[src/rtl/snake_pkg.sv]
// Shared definitions for the snake game controller slice: FSM state
// encodings, snake length width and the BCD digit helper.
package snake_pkg;

  localparam logic [1:0] ST_PREPARE = 2'd0;
  localparam logic [1:0] ST_RUN     = 2'd1;
  localparam logic [1:0] ST_END     = 2'd2;

  localparam int SIZE_W = 5;
  localparam int BCD_W  = 4;

  // Increment one BCD digit; returns {carry, next_digit}. 9 wraps to 0 with carry.
  function automatic logic [BCD_W:0] bcd_digit_inc(input logic [BCD_W-1:0] d);
    if (d == BCD_W'(9)) begin
      return {1'b1, {BCD_W{1'b0}}};
    end
    return {1'b0, d + BCD_W'(1)};
  endfunction

endpackage

[src/rtl/snake_bcd_counter.sv]
// Two-digit BCD event counter for the score display. Synchronous clear has
// priority over increment; 99 wraps to 00. Async active-low reset.
module snake_bcd_counter
  import snake_pkg::*;
(
  input  logic               clk,
  input  logic               rst_n,
  input  logic               i_inc,
  input  logic               i_clr,
  output logic [2*BCD_W-1:0] o_bcd
);

  logic [BCD_W-1:0] r_lo;
  logic [BCD_W-1:0] r_hi;
  logic [BCD_W:0]   w_lo_inc;
  logic [BCD_W:0]   w_hi_inc;

  // Next value of each digit if incremented, with its carry out.
  always_comb begin
    w_lo_inc = bcd_digit_inc(r_lo);
    w_hi_inc = bcd_digit_inc(r_hi);
  end

  // Digit registers; tens digit only advances on a units carry.
  always_ff @(posedge clk or negedge rst_n) begin
    if (!rst_n) begin
      r_lo <= '0;
      r_hi <= '0;
    end else if (i_clr) begin
      r_lo <= '0;
      r_hi <= '0;
    end else if (i_inc) begin
      r_lo <= w_lo_inc[BCD_W-1:0];
      if (w_lo_inc[BCD_W]) begin
        r_hi <= w_hi_inc[BCD_W-1:0];
      end
    end
  end

  assign o_bcd = {r_hi, r_lo};

endmodule

[src/rtl/snake_game_ctrl.sv]
// Game-level controller upstream of the snake datapath: PREPARE/RUN/END FSM,
// eat-event qualification with a hold-off window, size growth and BCD score.
// Optional build macro AUTO_RESTART_EN: END returns to PREPARE on its own once
// the end counter reaches END_HOLD instead of waiting for a restart edge.
// dbg_state exposes the raw FSM state for observation.
module snake_game_ctrl
  import snake_pkg::*;
#(
  parameter int INIT_SIZE   = 3,
  parameter int MAX_SIZE    = 31,
  parameter int EAT_HOLDOFF = 1666667,
  parameter int END_HOLD    = 100000000
) (
  input  logic              clk,
  input  logic              rst,
  input  logic              userStart,
  input  logic              snakeEatCherry,
  input  logic              bump,
  input  logic              restart,
  output logic              gamePrepare,
  output logic              gameStart,
  output logic              gameEnd,
  output logic [SIZE_W-1:0] size,
  output logic [7:0]        score,
  output logic              win,
  output logic [1:0]        dbg_state
);

  localparam int HO_W = $clog2(EAT_HOLDOFF + 1);
  localparam int EC_W = $clog2(END_HOLD + 1);
  localparam logic [HO_W-1:0]   HO_RELOAD = HO_W'(EAT_HOLDOFF - 1);
  localparam logic [EC_W-1:0]   EC_MAX    = EC_W'(END_HOLD);
  localparam logic [SIZE_W-1:0] SZ_INIT   = SIZE_W'(INIT_SIZE);
  localparam logic [SIZE_W-1:0] SZ_MAX    = SIZE_W'(MAX_SIZE);

  logic [1:0]        r_state;
  logic              r_prep, r_run, r_end;
  logic              r_start_d, r_eat_d, r_restart_d;
  logic [HO_W-1:0]   r_holdoff;
  logic [EC_W-1:0]   r_end_cnt;
  logic [SIZE_W-1:0] r_size;
  logic              r_win;

  logic              w_start_ev, w_eat_ev, w_restart_ev;
  logic              w_eat_ok, w_hit_max, w_end_done, w_leave_end, w_bcd_clr;
  logic [SIZE_W:0]   w_size_inc;
  logic [1:0]        w_state_nxt;

  // Rising-edge events and eat qualification (bump wins over a same-cycle eat).
  always_comb begin
    w_start_ev   = userStart & ~r_start_d;
    w_eat_ev     = snakeEatCherry & ~r_eat_d;
    w_restart_ev = restart & ~r_restart_d;
    w_size_inc   = {1'b0, r_size} + (SIZE_W+1)'(1);
    w_hit_max    = (w_size_inc == (SIZE_W+1)'(MAX_SIZE));
    w_eat_ok     = (r_state == ST_RUN) && !bump && w_eat_ev && (r_holdoff == '0);
    w_end_done   = (r_end_cnt == EC_MAX);
    w_bcd_clr    = (r_state == ST_PREPARE) && w_start_ev;
`ifdef AUTO_RESTART_EN
    w_leave_end  = w_end_done;
`else
    w_leave_end  = w_end_done && w_restart_ev;
`endif
  end

  // Next-state decode for the game phase FSM.
  always_comb begin
    w_state_nxt = r_state;
    case (r_state)
      ST_PREPARE: if (w_start_ev) w_state_nxt = ST_RUN;
      ST_RUN: begin
        if (bump) w_state_nxt = ST_END;
        else if (w_eat_ok && w_hit_max) w_state_nxt = ST_END;
      end
      ST_END: if (w_leave_end) w_state_nxt = ST_PREPARE;
      default: w_state_nxt = ST_PREPARE;
    endcase
  end

  // State, registered phase strobes, edge history, counters, size and win.
  always_ff @(posedge clk or negedge rst) begin
    if (!rst) begin
      r_state     <= ST_PREPARE;
      r_prep      <= 1'b1;
      r_run       <= 1'b0;
      r_end       <= 1'b0;
      r_start_d   <= 1'b0;
      r_eat_d     <= 1'b0;
      r_restart_d <= 1'b0;
      r_holdoff   <= '0;
      r_end_cnt   <= '0;
      r_size      <= SZ_INIT;
      r_win       <= 1'b0;
    end else begin
      r_start_d   <= userStart;
      r_eat_d     <= snakeEatCherry;
      r_restart_d <= restart;
      r_state     <= w_state_nxt;
      r_prep      <= (w_state_nxt == ST_PREPARE);
      r_run       <= (w_state_nxt == ST_RUN);
      r_end       <= (w_state_nxt == ST_END);
      if (r_state != ST_END) r_end_cnt <= '0;
      case (r_state)
        ST_PREPARE: begin
          if (w_start_ev) begin
            r_size    <= SZ_INIT;
            r_win     <= 1'b0;
            r_holdoff <= '0;
          end
        end
        ST_RUN: begin
          if (bump) begin
            r_win <= 1'b0;
          end else if (w_eat_ok) begin
            r_size    <= (r_size == SZ_MAX) ? r_size : w_size_inc[SIZE_W-1:0];
            r_holdoff <= HO_RELOAD;
            if (w_hit_max) r_win <= 1'b1;
          end else if (r_holdoff != '0) begin
            r_holdoff <= r_holdoff - HO_W'(1);
          end
        end
        ST_END: begin
          if (!w_end_done) r_end_cnt <= r_end_cnt + EC_W'(1);
        end
        default: ;
      endcase
    end
  end

  snake_bcd_counter u_score (
    .clk   (clk),
    .rst_n (rst),
    .i_inc (w_eat_ok),
    .i_clr (w_bcd_clr),
    .o_bcd (score)
  );

  assign gamePrepare = r_prep;
  assign gameStart   = r_run;
  assign gameEnd     = r_end;
  assign size        = r_size;
  assign win         = r_win;
  assign dbg_state   = r_state;

endmodule

[config.mk]
export PLATFORM = sky130hd
export DESIGN_NAME = snake_game_ctrl
export DESIGN_NICKNAME = d
export VERILOG_FILES = /design/src/rtl/snake_pkg.sv /design/src/rtl/snake_bcd_counter.sv /design/src/rtl/snake_game_ctrl.sv
export SDC_FILE = /design/constraint.sdc
export NUM_CORES = 1
export LEC_CHECK = 0
export ABC_AREA = 1
export CAP_MARGIN = 40
export CELL_PAD_IN_SITES_DETAIL_PLACEMENT = 0
export CELL_PAD_IN_SITES_GLOBAL_PLACEMENT = 1
export CORE_MARGIN = 4
export CORE_UTILIZATION = 47
export CTS_CLUSTER_DIAMETER = 200
export DETAILED_ROUTE_END_ITERATION = 10
export PLACE_DENSITY = 0.85
export SYNTH_ARGS = -nofsm -noshare
export SYNTH_HDL_FRONTEND = slang
export SYNTH_SLANG_ARGS = --single-unit
[constraint.sdc]
create_clock -name clk -period 4.4 [get_ports clk]
set_clock_uncertainty 0.2 [all_clocks]
set_input_delay 1.1 -clock clk [delete_from_list [all_inputs] [get_ports clk]]
set_output_delay 1.1 -clock clk [all_outputs]
set_load 0.01 [all_outputs]
# Word level (Yosys, flattened, before mapping)
# Cells that the tools add are included.
# op_classes
n_reduce_logical	18
n_eq_ne	17
addsub	5
bitwise	6
mux	34
# ops
op	count
two-way mux 21 bit	4
two-way mux 27 bit	3
case mux 21 bit (2 select lines)	1
two-way mux 5 bit	6
two-way mux 4 bit	7
adder 27 x 1 -> 27 bit, second input constant	1
== test 27 bit, second input constant	1
logical NOT 21 bit	1
nonzero test 21 bit	1
subtractor 21 x 1 -> 21 bit, second input constant	1
!= test 2 bit, second input constant	5
case mux 5 bit (2 select lines)	1
adder 4 x 1 -> 4 bit, second input constant	2
== test 4 bit, second input constant	2
two-way mux 2 bit	4
AND reduction 4 bit	2
adder 5 x 1 -> 6 bit, second input constant	1
== test 6 x 5 -> 1 bit, second input constant	1
logical AND 1 bit	6
two-way mux 1 bit	6
!= test 3 bit, second input constant	2
case mux 2 bit (3 select lines)	1
nonzero test 2 bit	3
== test 5 bit, second input constant	1
other kinds (10)	17
# totals
elab_cells	93
ff_bits	70
in_bits	6
out_inout_bits	19

# Depth between registers and ports, before layout
# Gate-level depths: netlist (run 1).
# logic_depth
ltp_word	9
mapped_depth	11

# Modules after synthesis
# A second synthesis (run 1) with hierarchy kept.
# unflattened
cells_unflattened	620
area_unflattened_um2	4441.8
# by_module_without_submodules
module	cells_per_inst	seq_area_each_um2	instances	area_each_um2
snake_game_ctrl	561	1555.2	1	3950.0
snake_bcd_counter	59	200.2	1	491.7

# Worst setup path before layout (run 1)
# OpenSTA, ideal clock, no wires.
# synth_path
path_kind	input to register
from	input port bump
to	register r_holdoff[9]
setup_time_ns	0.118
t_required_ns	4.082
stages	9
arrival_ns	2.080
n_path_buf	1
slack_ns	2.002
cell_sequence	inv_2 -> nand3_1 -> nor2_1 -> nand4_4 -> nand3_2 -> inv_2 -> buf_6 -> nand2_1 -> nand2_1
# synth_via
elab_chain_cells	7
# synth_rtl
item	line_no	text
start: declaration	snake_game_ctrl.sv:18	input logic bump,
logical NOT 1 bit	snake_game_ctrl.sv:56	w_eat_ok = (r_state == ST_RUN) && !bump && w_eat_ev && (r_holdoff == '0);
logical AND 1 bit (3 in a row)	snake_game_ctrl.sv:56	
two-way mux 21 bit	snake_game_ctrl.sv:114	end else if (w_eat_ok) begin
two-way mux 21 bit	snake_game_ctrl.sv:112	if (bump) begin
case mux 21 bit (2 select lines)	snake_game_ctrl.sv:103	case (r_state)
end signal: assignment	snake_game_ctrl.sv:119	r_holdoff <= r_holdoff - HO_W'(1);
end: declaration	snake_game_ctrl.sv:39	logic [HO_W-1:0] r_holdoff;
# Parallel ways exist; a longest one is shown, timed or not. The select of a mux whose other input is x is not followed.
# A chain may end at the register's enable or synchronous reset.

# Worst setup path after layout (run 1)
# layout_path
from	input port bump
to	register r_holdoff[1]
# Same word-level chain as after synthesis.

==> results of run 1 <==
final timing paths:
| kind | from | to | slack, ns | cells after the start |
|---|---|---|---|---|
| min in group asynchronous | rst | r_end_cnt[25] | 0.45 | 1 |
| hold reg to reg | r_holdoff[0] | r_holdoff[0] | 0.30 | 2 |
| setup reg to reg | r_holdoff[0] | r_holdoff[1] | 1.94 | 9 |
| max in group asynchronous | rst | size[1] | 2.80 | 2 |
| hold / removal | r_holdoff[0] | r_holdoff[0] | 0.30 | 2 |
| setup / recovery | bump | r_holdoff[1] | 1.24 | 9 |
flip-flops by register name (all words and copies together), names as in the netlist:
register and flops:
gameStart 1, size 5, win 1, dbg_state 2
u_score.r_lo 4, gameEnd 1, r_holdoff 21, u_score.r_hi 4
gamePrepare 1, r_restart_d 1, r_eat_d 1, r_end_cnt 27
r_start_d 1
per-stage QoR:
| stage | instances | util, % | area, µm² |
|---|---|---|---|
| 5_1_grt | 710 | 55.61 | 4638 |
| 6_report | 710 | 55.61 | 4638 |
| 3_5_place_dp | 694 | 53.23 | 4439 |
| 2_1_floorplan | 570 | - | 4101 |
| 4_1_cts | 710 | 55.61 | 4638 |
| 3_3_place_gp | 694 | 53.23 | 4439 |
final cells by class:
| class | count | area share [%] |
|---|---|---|
| clock inverters | 6 | 1.322 |
| well taps | 105 | 2.832 |
| multi-input cells | 431 | 44.54 |
| repair buffers | 27 | 5.557 |
| flip-flops and latches | 70 | 37.85 |
| clock buffers | 10 | 2.967 |
| inverters | 61 | 4.937 |
where the power goes:
| part | internal, mW | total (mW) | leakage, nW | switching, mW |
|---|---|---|---|---|
| clock | 0.275 | 0.520 | 0.102 | 0.245 |
| combinational | 0.669 | 1.85 | 1.29 | 1.18 |
| sequential | 0.797 | 0.967 | 0.946 | 0.170 |
| total | 1.74 | 3.33 | 2.34 | 1.59 |
placed cells by master, fill, tap and decap left out, types with 4 or more instances in the layout:
master	n
nand2_1	168
nor2_1	91
nor3_1	11
o21ai_0	10
nand3_1	58
dfrtp_1	67
inv_1	56
inv_2	4
ha_1	11
o21ai_1	11
clkdlybuf4s50_1	23
clkbuf_8	10
xnor2_1	4
a21oi_1	22
nand3b_1	4
nand4_1	10
xor2_1	13
layer usage:
metal  GRT usage, %  wire [µm]  up-vias
met5              0          0        -
met4          6.033         82        0
li1               -          -     1884
met2          27.72       3829       86
met3          3.994        471        7
met1          31.11       4938     1658
worst reg2reg max path, cell delays in order (launching register included):
cell     delay [ns]
dfrtp_1        0.39
inv_1          0.15
ha_1           0.21
nand2_1        0.08
nor2_2         0.20
nand4_4        0.30
nand3_2        0.39
inv_2          0.25
nand2_1        0.12
nand2_1        0.06
logic make-up after synthesis:
group | Yosys count | synth area share (%)
buffers and inverters | 69 | 6.833
XOR/XNOR | 17 | 3.630
flip-flops | 70 | 42.80
multiplexers | 1 | 0.2441
adder cells (fa/ha/maj) | 11 | 3.356
AO/OA/AOI/OAI | 47 | 5.949
AND/OR/NAND/NOR | 355 | 37.19
==> flow_summary.json, run 1 <==
{
  "setup_viol": 0,
  "die_w_um": 101.4,
  "multi_input_area_um2": 2066,
  "synth_edf_count": 0,
  "drv_slew": 0,
  "cp_data_arrival_time_ns": 3.20,
  "path_max_fanout": 20,
  "htree_levels": 3,
  "status": "finished clean",
  "setup_tns_ns": 0,
  "crit_chain": "clkdlybuf4s50_1 > inv_2 > nand3_1 > nor2_1 > nand4_4 > nand3_2 > inv_2 > nand2_1 > nand2_1",
  "finalHoldViolCount": 0,
  "cp-start-kind": "input port",
  "cts_root_buf": "clkbuf_8",
  "fp-row-count": 33,
  "post-route-period-util_pct": 71.93,
  "rsz0062_at_grt": "false",
  "regArea_um2": 1755,
  "slew_headroom_pct": 64.81,
  "area_growth_syn_to_layout_pct": 13.09,
  "power_density_nw_per_um2": 719.0,
  "via_per_inst": 5.120,
  "synth_nets": 587,
  "tritoncts": "built",
  "ys_types": 35,
  "worstPathRequired_ns": 4.43,
  "fin_ws_ns": 1.235,
  "clk_path_buf_depth": 2,
  "yosys.area.top_type": "dfrtp_1",
  "yosys.area.top_type_share_pct": 40.88,
  "vdd_drop_max_uv": 365.9,
  "worstSetupEndpointType": "flop",
  "fill_cells": 800,
  "grt_use_total_pct": 19.96,
  "holdWs_ns": 0.2965,
  "route.detailed.drc": 0,
  "clock_latency_ns": 0.34,
  "dieArea_um2": 10290,
  "grt-ovfl-total": 0,
  "ys_seq_elements": 70,
  "drtPass1Iterations": 5,
  "synth_common_cells": "168 x nand2_1, 91 x nor2_1, 67 x dfrtp_1",
  "post_cts_buffers": 0,
  "async_reset_ff_share_pct": 100.0,
  "hpwl_um": 6793,
  "numCtsBuffers": 9,
  "max-cap-violations": 0,
  "grt_pass1_wl_um": 16420,
  "wire_per_inst_um": 13.13,
  "drt-initial-drc-count": 254,
  "min_path_type": "flop to flop",
  "io_buffers": 24,
  "ant_nets": 0,
  "pin_count": 25,
  "grt_start_max_net_pins": 31,
  "start_util_pct": 49.17,
  "path_buf_inv": 3,
  "cp_slowest_cell": "clkdlybuf4s50_1",
  "tightest_slew_ns": 0.5259,
  "period_needed_ns": 3.165,
  "cpPeakStageDelay_ns": 0.44,
  "synth_most_common_cell": "nand2_1",
  "synth_flop_cell": "dfrtp_1",
  "drive_above_1_share_pct": 6.446,
  "num_vias": 3635,
  "hold_buffers": 0,
  "gp_congestion": 0.8435,
  "coreArea_um2": 8341,
  "yosys_warnings": 0,
  "antenna_found_initial": 0,
  "path_delay_family": "simple AND/OR/NAND/NOR gates",
  "synth.avg_cell_area_um2": 7.195,
  "synth_area_leaders": "dfrtp_1 41%, nand2_1 15%, nor2_1 8.3%, nand3_1 7.1%, inv_1 5.1%",
  "finalPower_mw": 3.335,
  "cts_resized": 0,
  "dieHeight_um": 101.4,
  "cts_sinks": 70,
  "synthesis.area_um2": 4101,
  "max_freq_mhz": 316.0,
  "final_nets": 617,
  "p_leak_nw": 2.341,
  "path_class": "input port to flop",
  "drt_wl_total_um": 9322,
  "path_clk_slew_ns": 0.07,
  "synthCells": 570,
  "ys_seq_area_share_pct": 42.80,
  "grt_pass1_vias": 3362,
  "post-place-ws_ns": 0.8816,
  "num_antenna_cells": 0
}
Note: power is estimated with default switching activity, not from simulation.
==> run 2: changes to the inputs <==
--- a/config.mk
+++ b/config.mk
@@ -10,10 +10,10 @@
 export CELL_PAD_IN_SITES_DETAIL_PLACEMENT = 0
 export CELL_PAD_IN_SITES_GLOBAL_PLACEMENT = 1
 export CORE_MARGIN = 4
-export CORE_UTILIZATION = 47
+export CORE_UTILIZATION = 39
 export CTS_CLUSTER_DIAMETER = 200
 export DETAILED_ROUTE_END_ITERATION = 10
-export PLACE_DENSITY = 0.85
+export PLACE_DENSITY = 0.75
 export SYNTH_ARGS = -nofsm -noshare
 export SYNTH_HDL_FRONTEND = slang
 export SYNTH_SLANG_ARGS = --single-unit
==> constraint.sdc (replaced) <==
create_clock -name clk -period 2.9 [get_ports clk]
set_clock_uncertainty 0.2 [all_clocks]
set_input_delay 0.725 -clock clk [delete_from_list [all_inputs] [get_ports clk]]
set_output_delay 0.725 -clock clk [all_outputs]
set_load 0.01 [all_outputs]
==> run 2 against run 1 <==
Sequential share of layout area down 0.74 points. Total power rose by 54%. Combinational power up 50%.
==> flow_summary.json, run 2 (same netlist as run 1, synthesis figures left out) <==
{
  "status": "finished clean",
  "worstSetupEndpointType": "primary output",
  "setup_viol": 0,
  "clk_path_buf_depth": 2,
  "final_common_cell": "nand2_1",
  "power_density_nw_per_um2": 1083,
  "crit_chain": "clkdlybuf4s50_1",
  "fp-row-count": 37,
  "final_nets": 622,
  "gp_congestion": 0.8966,
  "fill_cells": 1051,
  "path_depth": 1,
  "area_growth_syn_to_layout_pct": 15.34,
  "cts_root_buf": "clkbuf_8",
  "drv_slew": 0,
  "path_clk_slew_ns": 0.08,
  "pin_count": 25,
  "num_vias": 3629,
  "dieArea_um2": 12220,
  "critPathLaunch": "size[1]",
  "cp_slowest_cell": "dfstp_2",
  "grt_start_max_net_pins": 40,
  "max-cap-violations": 0,
  "endpoint": "size[1]",
  "post-route-period-util_pct": 83.26,
  "layout_common_cells": "168 x nand2_1, 91 x nor2_1, 67 x dfrtp_1",
  "grt_use_total_pct": 16.72,
  "grt_pass1_vias": 3610,
  "dp_cells": 730,
  "die_w_um": 110.6,
  "drt_wl_total_um": 9621,
  "htree_levels": 3,
  "min_path_type": "input port to asynchronous set/reset pin",
  "antenna_found_initial": 0,
  "finalNonFillerCells": 746,
  "p_leak_nw": 2.376,
  "start_util_pct": 39.91,
  "path_buf_inv": 1,
  "rsz0062_at_grt": "false",
  "clock_latency_ns": 0.36,
  "rr_worst_depth": 8,
  "hold_buffers": 0,
  "path_delay_family": "flip-flops",
  "numCtsBuffers": 9,
  "cp-start-kind": "flop",
  "largest_register_ffs": 27,
  "drt-initial-drc-count": 145,
  "drtPass1Iterations": 4,
  "cts_sinks": 70,
  "path_max_fanout": 6,
  "post_cts_buffers": 0,
  "grt-ovfl-total": 0,
  "num_antenna_cells": 0,
  "grt_pass1_wl_um": 16890,
  "coreArea_um2": 10280,
  "finalHoldViolCount": 0,
  "final_util_pct": 46.03,
  "r2r_start": "r_end_cnt[0]",
  "hpwl_um": 7056,
  "max_freq_mhz": 414.2,
  "dieHeight_um": 110.6,
  "path_class": "flop to primary output",
  "setup_tns_ns": 0,
  "ant_nets": 0,
  "cts_resized": 0,
  "drive_above_1_share_pct": 7.213,
  "rr_endpoint": "r_end_cnt[24]",
  "slew_headroom_pct": 65.78,
  "tritoncts": "built",
  "period_needed_ns": 2.414,
  "cpPeakStageDelay_ns": 0.59,
  "io_buffers": 24,
  "route.detailed.drc": 0,
  "tightest_slew_ns": 0.5133,
  "cp_data_arrival_time_ns": 1.49,
  "worstPathRequired_ns": 1.98,
  "r2r_slack_ns": 0.84,
  "via_per_inst": 4.865,
  "regMostFlops": "r_end_cnt",
  "vdd_drop_max_uv": 408.5,
  "wire_per_inst_um": 12.90
}
## run 2: layout make-up
cell class / instances / area [µm²] / area share (%)
Clock buffer: 9 / 123.9 / 2.618
Clock inverter: 7 / 88.84 / 1.878
Inverter: 61 / 229.0 / 4.840
Multi-Input combinational cell: 431 / 2066 / 43.67
Sequential cell: 70 / 1755 / 37.11
Tap cell: 136 / 170.2 / 3.597
Timing Repair Buffer: 32 / 297.8 / 6.295
## run 2: power breakdown
group / switching, mW / leakage [nW] / internal (mW)
registers: 0.264 / 0.946 / 1.21
clock network: 0.398 / 0.113 / 0.480
logic: 1.72 / 1.32 / 1.05
## run 2: worst min path at each step
stage	start	endpoint	slack (ns)
global placement	r_holdoff[0]	r_holdoff[0]	0.26
detailed placement	r_holdoff[0]	r_holdoff[0]	0.27
finish	rst	u_score.r_lo[2]	0.13
floorplan	rst	dbg_state[0]	0.23
global route	rst	u_score.r_hi[1]	0.16
CTS	rst	u_score.r_lo[1]	0.14
## run 2: metal layers
metal,vias up,wire length [µm],GRT usage [%]
li1,1890,-,-
met1,1676,4522,20.73
met2,56,4676,28.56
met3,7,335,4.986
met4,0,87,4.023
met5,-,0,0
## run 2: metrics by stage
step	cell area, µm²	power [mW]	setup slack (ns)	hold slack (ns)
final	4731	5.124	0.4855	0.1307
after detailed placement	4518	4.263	0.1633	0.2719
after global routing	4731	5.666	0.3517	0.1560
after floorplan	4101	3.601	0.8771	0.2294
after CTS	4731	5.168	0.4579	0.1438
after global placement	4518	4.279	0.2458	0.2584
==> run 3: changes to the inputs <==
==> constraint.sdc (replaced) <==
create_clock -name clk -period 2 [get_ports clk]
set_clock_uncertainty 0.2 [all_clocks]
set_input_delay 0.5 -clock clk [delete_from_list [all_inputs] [get_ports clk]]
set_output_delay 0.5 -clock clk [all_outputs]
set_load 0.01 [all_outputs]
==> run 3 against run 2 <==
Critical path depth is the same. Total power grew 54%. Non-clock buffer count grew 37. Design area grew 7.6%. Critical endpoint is now score[6]. Critical path type unchanged. Sequential share of layout area shrank 2.6 points. Wire length grew 5.5%. Setup slack lost 0.45 ns. Register-to-register slack lost 0.79 ns.
==> flow_summary.json, run 3 (same netlist as run 1, synthesis figures left out) <==
{
  "path_clk_slew_ns": 0.07,
  "max_freq_mhz": 510.2,
  "cts_root_buf": "clkbuf_8",
  "num_antenna_cells": 0,
  "rr_worst_depth": 11,
  "p_sw_mw": 3.669,
  "finalNonFillerCells": 783,
  "drtPass1Iterations": 4,
  "cp-start-kind": "flop",
  "post-place-ws_ns": -0.3548,
  "grt-ovfl-total": 0,
  "dieArea_um2": 12220,
  "gp_congestion": 0.8161,
  "cp_data_arrival_time_ns": 1.26,
  "path_delay_family": "buffers and inverters",
  "antenna_found_initial": 0,
  "dp_cells": 755,
  "path_buf_inv": 1,
  "grt_use_total_pct": 17.41,
  "clk_path_buf_depth": 2,
  "final_area_um2": 5091,
  "grt_start_max_net_pins": 29,
  "grt_pass1_vias": 3658,
  "seq_power_share_pct": 26.2,
  "fp-row-count": 37,
  "coreArea_um2": 10280,
  "area_growth_syn_to_layout_pct": 24.13,
  "whs_path_depth": 2,
  "swShare_pct": 46.42,
  "regMostFlops": "r_end_cnt",
  "status": "finished clean",
  "crit_chain": "clkdlybuf4s50_1",
  "slew_headroom_pct": 69.14,
  "clock_latency_ns": 0.36,
  "period_needed_ns": 1.960,
  "io_buffers": 24,
  "worstSetupEndpointType": "primary output",
  "tritoncts": "built",
  "min_path_type": "flop to flop",
  "hold_end": "r_holdoff[1]",
  "intPower_mw": 4.234,
  "largest_register_ffs": 27,
  "dpl_cell_area_um2": 4731,
  "holdWs_ns": 0.3000,
  "wire_per_inst_um": 12.97,
  "pin_count": 25,
  "start_util_pct": 39.91,
  "vdd_drop_max_uv": 646.6,
  "pwr-share-clk_pct": 15.2,
  "finalPower_mw": 7.903,
  "numCtsBuffers": 9,
  "ant_nets": 0,
  "hpwl_um": 7350,
  "path_max_fanout": 2,
  "cpPeakStageDelay_ns": 0.54,
  "drt_wl_total_um": 10150,
  "layout_common_cells": "163 x nand2_1, 79 x nor2_1, 65 x dfrtp_1",
  "route.detailed.drc": 0,
  "via_per_inst": 4.833,
  "r2r_start": "size[1]",
  "cts_sinks": 70,
  "power_density_nw_per_um2": 1552,
  "tightest_slew_ns": 0.4594,
  "rsz0062_at_grt": "true",
  "post-route-period-util_pct": 98.01,
  "die_w_um": 110.6,
  "cp_slowest_cell": "clkdlybuf4s50_1",
  "grt_pass1_wl_um": 17580,
  "drt-initial-drc-count": 184,
  "drive_above_1_share_pct": 16.07,
  "path_class": "flop to primary output",
  "finalHoldViolCount": 0,
  "min_from": "r_holdoff[1]",
  "worstPathRequired_ns": 1.30,
  "drv_slew": 0,
  "dieHeight_um": 110.6,
  "p_leak_nw": 2.674,
  "rr_endpoint": "gamePrepare",
  "r2r_slack_ns": 0.05,
  "final_common_cell": "nand2_1",
  "final_nets": 659,
  "num_vias": 3784,
  "max-cap-violations": 0,
  "htree_levels": 3,
  "p_comb_share_pct": 58.6,
  "fin_ws_ns": 0.03983,
  "setup_viol": 0
}
[run 3: tightest hold or removal path, cell delays in order, from the launching register on]
cell and delay [ns]:
dfrtp_1 0.37, nand2_1 0.06, nand2_1 0.05
[run 3: worst max path at each step]
stage,endpoint,cells past startpoint,startpoint
6_report,score[6],1,u_score.r_hi[2]
5_1_grt,gamePrepare,11,size[1]
4_1_cts,gamePrepare,11,size[0]
3_5_place_dp,size[3],9,bump
3_3_place_gp,size[4],9,bump
2_1_floorplan,gamePrepare,11,size[1]
[run 3: routing by layer]
layer	global-route usage (%)	wire length, µm
met5	0	0
met4	6.568	177
met3	2.575	215
met2	28.80	4950
met1	23.04	4810
[run 3: power by group through the flow]
| stage | clock [mW] | combinational (mW) | sequential, mW |
|---|---|---|---|
| 5_1_grt | 1.30 | 5.26 | 2.12 |
| 3_5_place_dp | 0 | 4.51 | 2.09 |
| 4_1_cts | 1.24 | 4.56 | 2.04 |
| 2_1_floorplan | 0 | 3.11 | 2.11 |
| 3_3_place_gp | 0 | 4.49 | 2.08 |
| 6_report | 1.20 | 4.63 | 2.07 |
[run 3: final cells by class]
| class | instances | area (µm²) |
|---|---|---|
| multi-input cells | 431 | 2140 |
| clock buffers | 13 | 158.9 |
| fillers | 1040 | 5186 |
| clock inverters | 3 | 42.54 |
| flip-flops and latches | 70 | 1758 |
| inverters | 61 | 234.0 |
| repair buffers | 69 | 588.1 |
| well taps | 136 | 170.2 |
[run 3: metrics by stage]
step / TNS [ns] / utilization (%)
floorplan: 0 / -
global placement: -11.31 / 46.03
detailed placement: -12.23 / 46.03
CTS: 0 / 48.58
global route: -0.7374 / 49.54
finish: 0 / 49.54
[run 3: timing repair]
item / in CTS / in global routing
endpoints found under the setup margin: 18 / 54
pin swaps: 1 / 8
hold buffers: 1 / 0
gates resized for setup: 15 / 34
setup buffers: 8 / 3
hold endpoints to repair: 26 / 0
